--- src/rtl/fetch_unit.sv ---
// fetch_unit: in-order instruction fetch with credit-limited requests,
// an in-order response buffer and stale-response draining on redirect.
module fetch_unit #(
   parameter logic [31:0] RESET_PC = 32'h0000_0000,
   parameter int          DEPTH    = 2
) (
   input  logic        clk,
   input  logic        rst_n,
   output logic        imem_req_valid,
   input  logic        imem_req_ready,
   output logic [31:0] imem_addr,
   input  logic        imem_rsp_valid,
   input  logic [31:0] imem_rsp_data,
   output logic        id_valid,
   input  logic        id_ready,
   output logic [31:0] id_instr,
   output logic [31:0] id_pc,
   input  logic        redirect_valid,
   input  logic [31:0] redirect_target
);

   localparam int CW = $clog2(DEPTH + 1);
   localparam int PW = (DEPTH > 1) ? $clog2(DEPTH) : 1;
   localparam logic [CW:0] DEPTH_C = (CW + 1)'(DEPTH);
   localparam logic [PW-1:0] LAST_PTR = PW'(DEPTH - 1);

   localparam logic [1:0] INIT  = 2'd0;
   localparam logic [1:0] RUN   = 2'd1;
   localparam logic [1:0] DRAIN = 2'd2;

   typedef struct packed {
      logic [31:0] pc;
      logic [31:0] instr;
   } entry_t;

   logic [1:0]    state;
   logic [31:0]   pcQ;
   logic [CW-1:0] outstanding;
   logic [CW-1:0] dropCnt;
   logic [CW-1:0] count;
   logic [PW-1:0] rdPtr;
   logic [PW-1:0] wrPtr;
   entry_t        bufMem [DEPTH];

   logic          reqFire;
   logic          rspTake;
   logic          push;
   logic          pop;
   logic          bufValid;
   logic [CW:0]   credits;
   logic [CW-1:0] outsAfterRsp;
   logic [31:0]   rspPc;
   logic [31:0]   redirectPc;

   function automatic logic [PW-1:0] nextPtr(input logic [PW-1:0] p);
      return (p == LAST_PTR) ? '0 : p + PW'(1);
   endfunction

   // Handshake qualifiers, credit check and oldest in-flight PC
   always_comb begin
      bufValid     = (count != '0);
      credits      = {1'b0, count} + {1'b0, outstanding};
      rspTake      = imem_rsp_valid && (outstanding != '0);
      outsAfterRsp = outstanding - CW'(rspTake);
      rspPc        = pcQ - 32'({outstanding, 2'b00});
      redirectPc   = redirect_target & 32'hFFFF_FFFC;
      imem_req_valid = (state == RUN) && !redirect_valid
                       && (credits < DEPTH_C);
      reqFire      = imem_req_valid && imem_req_ready;
      push         = rspTake && (state == RUN) && !redirect_valid;
      pop          = bufValid && id_ready;
      imem_addr    = pcQ;
      id_valid     = bufValid;
      id_instr     = bufValid ? bufMem[rdPtr].instr : '0;
      id_pc        = bufValid ? bufMem[rdPtr].pc : '0;
   end

   // Control state, fetch PC and count of stale responses to drop
   always_ff @(posedge clk or negedge rst_n) begin
      if (!rst_n) begin
         state   <= INIT;
         pcQ     <= RESET_PC;
         dropCnt <= '0;
      end else if (redirect_valid) begin
         pcQ     <= redirectPc;
         dropCnt <= outsAfterRsp;
         state   <= (outsAfterRsp != '0) ? DRAIN : RUN;
      end else begin
         if (reqFire) begin
            pcQ <= pcQ + 32'd4;
         end
         case (state)
            INIT: state <= RUN;
            RUN:  state <= RUN;
            DRAIN: begin
               if (dropCnt == '0) begin
                  state <= RUN;
               end else if (rspTake) begin
                  dropCnt <= dropCnt - CW'(1);
                  if (dropCnt == CW'(1)) begin
                     state <= RUN;
                  end
               end
            end
            default: state <= INIT;
         endcase
      end
   end

   // Requests in flight; a redirect never coincides with an accept
   always_ff @(posedge clk or negedge rst_n) begin
      if (!rst_n) begin
         outstanding <= '0;
      end else begin
         outstanding <= outstanding + CW'(reqFire) - CW'(rspTake);
      end
   end

   // Buffer pointers and occupancy; redirect flushes the buffer
   always_ff @(posedge clk or negedge rst_n) begin
      if (!rst_n) begin
         rdPtr <= '0;
         wrPtr <= '0;
         count <= '0;
      end else if (redirect_valid) begin
         rdPtr <= '0;
         wrPtr <= '0;
         count <= '0;
      end else begin
         if (push) begin
            wrPtr <= nextPtr(wrPtr);
         end
         if (pop) begin
            rdPtr <= nextPtr(rdPtr);
         end
         count <= count + CW'(push) - CW'(pop);
      end
   end

   // Buffer storage: instruction word tagged with its fetch PC
   always_ff @(posedge clk or negedge rst_n) begin
      if (!rst_n) begin
         for (int i = 0; i < DEPTH; i++) begin
            bufMem[i] <= '0;
         end
      end else if (push) begin
         bufMem[wrPtr] <= '{pc: rspPc, instr: imem_rsp_data};
      end
   end

endmodule

--- config.mk ---
export PLATFORM = sky130hd
export DESIGN_NAME = fetch_unit
export DESIGN_NICKNAME = d
export VERILOG_FILES = /design/src/rtl/fetch_unit.sv
export SDC_FILE = /design/constraint.sdc
export NUM_CORES = 1
export LEC_CHECK = 0
export BUFFER_PORTS_ARGS = -buffer_cell sky130_fd_sc_hd__clkbuf_2
export CAP_MARGIN = 20
export CORE_UTILIZATION = 50
export DETAILED_ROUTE_END_ITERATION = 12
export PLACE_DENSITY = 0.82
export REMOVE_ABC_BUFFERS = 1
export SLEW_MARGIN = 0
export SYNTH_ARGS = -nofsm -noshare
export SYNTH_HDL_FRONTEND = slang
export SYNTH_SLANG_ARGS = --single-unit
--- constraint.sdc ---
create_clock -name clk -period 2.57 [get_ports clk]
set_input_delay 0.257 -clock clk [delete_from_list [all_inputs] [get_ports clk]]
set_output_delay 0.257 -clock clk [all_outputs]
set_load 0.01 [all_outputs]
==> key figures, run 1 <==
Floorplanning
  • Die area: 17930 um^2
  • Starting Density: 0.5190
  • Core box area: 16760 um^2
  • Ports: 168
  • Die height: 133.9 um
  • Die W: 133.9 um
  • Site Rows: 47

Synth
  • Sequential element share of the synthesized area: 0.4718
  • Post-synth top area share: 0.4718
  • Top cells by area, synth: dfrtp_1 47%, nand2_1 13%, mux2i_1 7.6%
  • Syn avg cell area: 8.681 um^2
  • Cell area after synthesis: 8698 um^2
  • Post-synth EDFFs: 0
  • Predominant post-synthesis flop cell: dfrtp_1
  • Count leader, synth: nand2_1
  • Synth unique cells: 51
  • Cell taking the most area after synthesis: dfrtp_1
  • Mapped Cells: 1002
  • Synth cell count leaders: 299 x nand2_1, 164 x dfrtp_1, 82 x nor2_1
  • Warnings from Yosys: 0
  • Async set-reset flop share out of synthesis: 1.000
  • Register bit total from synthesis: 164

Power
  • Switching Share: 0.3635
  • P_sw: 3.699 mW
  • Clock network power share: 0.260
  • Combinational group share of total power: 0.326
  • Sequential share of power: 0.414
  • Pwr Density: 981.2 nW/um^2
  • Tot Pwr: 10.18 mW
  • Peak supply drop: 798.9 uV
  • Leakage power: 4.952 nW
  • Internal power: 6.477 mW

Global route
  • First-pass GRT wire length: 35.90 mm
  • Vias in the first global route: 7029
  • Pin count of the biggest net entering global routing: 92
  • Total track usage: 0.2578
  • Congestion Overflow GR: 0
  • Initial antenna violation count: 0

STA
  • Fin Hold WS: 0.02442 ns
  • Tmin final: 2.364 ns
  • FMAX: 423.0 MHz
  • Worst slew margin: 0.5152
  • Setup TNS: 0 ns
  • Measured slew at the worst slew-check pin: 0.7272 ns
  • Fin Clk Skew: 0.008269 ns
  • Final period utilization: 0.9199
  • Hold Violations, Final: 0
  • RSZ-0062 raised after global routing: no
  • Final worst slack: 0.2058 ns
  • Final setup vio count: 0
  • Slew Limit Fails: 0

Clocking
  • Post_cts resized: 0
  • Worst-path clk slew: 0.07 ns
  • Root buffer cell: clkbuf_16
  • Clock buffer depth: 2
  • H-Tree Depth: 4
  • CTS tree: built
  • Clock sinks: 164
  • Num CTS Buffers: 17
  • Clk_lat worst skew: 0.44 ns

Final layout
  • Reg area: 4108 um^2
  • # diodes: 0
  • Util after Layout: 0.6188
  • Area grow syn2layout: 19.23%
  • Nets@finish: 1217
  • Area of the multi-input gates: 4225 um^2
  • Fill count: 1426
  • Layout cells sized above 1: 0.2125

Worst setup path
  • WP data arrival: 2.68 ns
  • Critical path's largest stage delay: 0.51 ns
  • Crit path required time: 2.89 ns
  • Crit path max-delay family: simple AND/OR/NAND/NOR gates
  • Critical path, cell by cell: and2_1, fa_1, nor2_1, nand3_1, buf_4, nor4_1, xnor2_1, o21ai_1
  • CP Launch Type: register
  • CP bufs+invs: 1
  • Critical Path End Type: register
  • Crit Path Max Fanout: 9
  • Critical path class: register to register
  • Slowest cell on crit path: fa_1

Placement
  • RePlAce Congestion: 0.8621
  • HPWL Detailed: 14.75 mm
  • Port bufs: 161
  • Post-placement worst setup slack: 0.2204 ns

Drt
  • 1st-iter DRT viols: 435
  • Wire per inst: 16.13 um
  • Pre-Repair DR Iteration Count: 5
  • Post-route DRC: 0
  • Routed via count: 7380
  • Final wirelength: 22.06 mm
  • ANT nets after route: 0
  • Vias per cell: 5.395

Worst hold path
  • Type of the tightest min-delay check: input pin to register

Run status
  • Status: complete, no violations

Job
  • Max Cap Viol: 0
==> layout by cell type (no fill, tap or decap), drive strengths merged, types with 17 or more instances in the layout <==
| cell | n |
|---|---|
| buf | 29 |
| clkbuf | 178 |
| dfrtp | 164 |
| inv | 17 |
| mux2i | 66 |
| nand2 | 299 |
| nand3 | 27 |
| nand4 | 18 |
| nor2 | 82 |
| nor3 | 20 |
| o21ai | 82 |
| xnor2 | 24 |
| xor2 | 32 |
==> power groups by stage <==
stage	logic (mW)	registers, mW	clock network [mW]
floorplan	2.22	4.18	0
global placement	3.23	4.19	0
detailed placement	3.33	4.25	0
CTS	3.36	4.21	2.70
global route	3.75	4.34	2.79
finish	3.32	4.21	2.64
==> tightest hold or removal path: stages <==
cell and delay, ns:
clkbuf_2 0.07, nand2_1 0.04, o21ai_1 0.05
==> routing by layer <==
layer  vias to the layer above  share of wire  GRT usage
met4                         0          0.026     0.1080
met5                         -              0          0
met3                        40          0.071    0.05064
li1                       3564              -          -
met1                      3505           0.43     0.3472
met2                       271           0.47     0.4067
==> kinds of logic (layout without fill, tap and decap cells) <==
logic type / Yosys count / after routing / synth area share
simple gates: 508 / 508 / 0.2664
other cells: 1 / 4 / 0.0004311
fa+ha+maj: 12 / 12 / 0.01899
mux: 69 / 69 / 0.07983
compound gates: 99 / 99 / 0.05955
xor+xnor: 56 / 56 / 0.05639
flops: 164 / 164 / 0.4718
buf+inv: 93 / 236 / 0.04661
==> final timing paths <==
path                                           from                         to  slack (ns)  cells past startpoint
hold / removal                  redirect_target[13]  imem_addr[13]$_DFFE_PN0P_        0.02                      3
max in group asynchronous                     rst_n          rdPtr$_DFFE_PN0P_        1.42                      3
min in group asynchronous                     rst_n     bufMem[66]$_DFFE_PN0P_        0.33                      2
setup / recovery           outstanding[0]$_DFF_PN0_  imem_addr[13]$_DFFE_PN0P_        0.21                      8
hold reg to reg              bufMem[67]$_DFFE_PN0P_     bufMem[67]$_DFFE_PN0P_        0.47                      2
setup reg to reg           outstanding[0]$_DFF_PN0_  imem_addr[13]$_DFFE_PN0P_        0.21                      8
==> area by class of cell <==
cell class | count | area share
multi-input cells | 748 | 0.4074
flip-flops and latches | 164 | 0.3961
repair buffers | 190 | 0.1056
clock buffers | 18 | 0.04235
well taps | 220 | 0.02654
clock inverters | 14 | 0.01701
inverters | 14 | 0.005067
==> sequential cells by signal, indices dropped and copies added, names as in the netlist <==
register,cells
dropCnt,2
wrPtr,1
count,2
state,2
imem_addr,30
outstanding,2
bufMem,124
rdPtr,1
==> through the flow <==
stage	instances	cell area, um^2
after floorplan	926	8357
after global placement	1333	9731
after detailed placement	1333	9731
after CTS	1366	10360
after global routing	1368	10370
final	1368	10370
==> what timing repair did <==
item | in CTS | in global routing
hold buffers | 1 | 0
endpoints found under the setup margin | 0 | 6
setup buffers | 0 | 2
endpoints found under the hold margin | 50 | 0
No activity file was read; power rests on OpenSTA's default activity.
==> run 2: changes to the inputs <==
--- a/config.mk
+++ b/config.mk
@@ -8,6 +8,7 @@
 export BUFFER_PORTS_ARGS = -buffer_cell sky130_fd_sc_hd__clkbuf_2
 export CAP_MARGIN = 20
 export CORE_UTILIZATION = 50
+export CTS_BUF_LIST = sky130_fd_sc_hd__clkbuf_4 sky130_fd_sc_hd__clkbuf_8
 export DETAILED_ROUTE_END_ITERATION = 12
 export PLACE_DENSITY = 0.82
 export REMOVE_ABC_BUFFERS = 1
==> key figures, run 2 (same netlist as run 1, synthesis figures left out) <==
Final layout
  • Leading cell type in the layout, fill and taps excluded: nand2_1
  • Most frequent cells in the layout: 299 x nand2_1, 163 x dfrtp_1, 160 x clkbuf_2
  • Max reg flops: 124
  • Final instance area: 10650 um^2
  • # diodes: 0
  • Largest reg by FF count: bufMem
  • Finished Layout Cells: 1415
  • Area grow syn2layout: 22.44%
  • Util after Layout: 0.6355
  • Nets@finish: 1264
  • Layout cells sized above 1: 0.2042
  • Fill count: 1400

Global route
  • Initial antenna violation count: 0
  • Vias in the first global route: 7478
  • Pin count of the biggest net entering global routing: 92
  • Congestion Overflow GR: 0
  • Total track usage: 0.2717
  • First-pass GRT wire length: 37.94 mm

Clocking
  • H-Tree Depth: 4
  • Clk_lat worst skew: 0.47 ns
  • Worst-path clk slew: 0.09 ns
  • Clock buffer depth: 2
  • Num CTS Buffers: 17
  • CTS tree: built
  • Post_cts resized: 0
  • Clock sinks: 164
  • Root buffer cell: clkbuf_8

Floorplanning
  • Ports: 168
  • Die area: 17930 um^2
  • Core box area: 16760 um^2
  • Starting Density: 0.5190
  • Die W: 133.9 um
  • Die height: 133.9 um
  • Site Rows: 47

Placement
  • RePlAce Congestion: 0.8621
  • DP Area: 9731 um^2
  • Port bufs: 161
  • Inst Count DP: 1333
  • Post-placement worst setup slack: 0.2204 ns
  • HPWL Detailed: 14.75 mm

Power
  • Tot Pwr: 9.649 mW
  • Peak supply drop: 805.0 uV
  • Leakage power: 5.061 nW
  • Pwr Density: 906.0 nW/um^2

Worst setup path
  • Slowest cell on crit path: fa_1
  • Critical path's largest stage delay: 0.51 ns
  • Crit path required time: 2.92 ns
  • WP data arrival: 2.71 ns
  • Critical Path End Type: register
  • Crit Path Max Fanout: 9
  • Critical path, cell by cell: and2_1, fa_1, nor2_1, nand3_1, buf_4, nor4_1, xnor2_1, o21ai_1
  • Critical path class: register to register
  • CP bufs+invs: 1
  • CP Launch Type: register
  • Crit path max-delay family: simple AND/OR/NAND/NOR gates

Drt
  • ANT nets after route: 0
  • Wire per inst: 16.57 um
  • 1st-iter DRT viols: 560
  • Vias per cell: 5.415
  • Pre-Repair DR Iteration Count: 5
  • Routed via count: 7662
  • Post-route DRC: 0
  • Final wirelength: 23.45 mm

STA
  • Worst slew margin: 0.5071
  • Fin Hold WS: 0.02902 ns
  • Measured slew at the worst slew-check pin: 0.7393 ns
  • Setup TNS: 0 ns
  • RSZ-0062 raised after global routing: no
  • Fin Clk Skew: 0.01919 ns
  • Final worst slack: 0.2062 ns
  • Slew Limit Fails: 0
  • Tmin final: 2.364 ns
  • Hold Violations, Final: 0
  • Final period utilization: 0.9198
  • FMAX: 423.0 MHz
  • Final setup vio count: 0

Job
  • Max Cap Viol: 0

Worst hold path
  • Type of the tightest min-delay check: input pin to register

Run status
  • Status: complete, no violations
run 2: cell types whose count changed in the layout (fill, tap and decap cells not counted), sizes merged:
| cell | delta |
|---|---|
| dlygate4sd3 | +47 |
run 2: report_power, final:
group	switching (mW)	internal [mW]	total [mW]
sequential	0.719	3.51	4.23
combinational	1.98	1.45	3.43
clock	0.997	0.997	1.99
total	3.70	5.95	9.65
run 2: layout make-up:
| cell class | count | area [um^2] | area share |
|---|---|---|---|
| multi-input combinational | 748 | 4225 | 0.3967 |
| inverter | 14 | 52.55 | 0.004934 |
| clock inverter | 14 | 176.4 | 0.01656 |
| sequential | 164 | 4108 | 0.3857 |
| timing repair buffer | 237 | 1565 | 0.1470 |
| tap | 220 | 275.3 | 0.02585 |
| clock buffer | 18 | 247.7 | 0.02326 |
run 2: final timing paths:
check                                          from                        end  slack, ns  cells after the start
min in group asynchronous                     rst_n     bufMem[91]$_DFFE_PN0P_       0.30                      2
hold reg to reg              bufMem[67]$_DFFE_PN0P_     bufMem[67]$_DFFE_PN0P_       0.48                      2
hold / removal                  redirect_target[23]  imem_addr[23]$_DFFE_PN0P_       0.03                      3
max in group asynchronous                     rst_n          rdPtr$_DFFE_PN0P_       1.43                      3
setup / recovery           outstanding[0]$_DFF_PN0_  imem_addr[13]$_DFFE_PN0P_       0.21                      8
setup reg to reg           outstanding[0]$_DFF_PN0_  imem_addr[13]$_DFFE_PN0P_       0.21                      8
run 2: timing repair:
action                     in CTS  in global routing
hold endpoints to repair      123                  0
buffers inserted                0                  2
hold buffers                   48                  0
setup endpoints to repair       0                  6
run 2: layer usage:
| metal | share of wire | track usage |
|---|---|---|
| met1 | 0.42 | 0.3528 |
| met2 | 0.48 | 0.4436 |
| met5 | 0 | 0 |
| met3 | 0.075 | 0.05404 |
| met4 | 0.023 | 0.1136 |
run 2: worst reg2reg max path, delay by kind of cell (launching register included):
family	cells	cell delay, ns
adder cells (fa/ha/maj)	1	0.51
XOR/XNOR	1	0.16
flip-flops	1	0.43
AO/OA/AOI/OAI	1	0.07
buffers and inverters	1	0.21
AND/OR/NAND/NOR	4	0.87
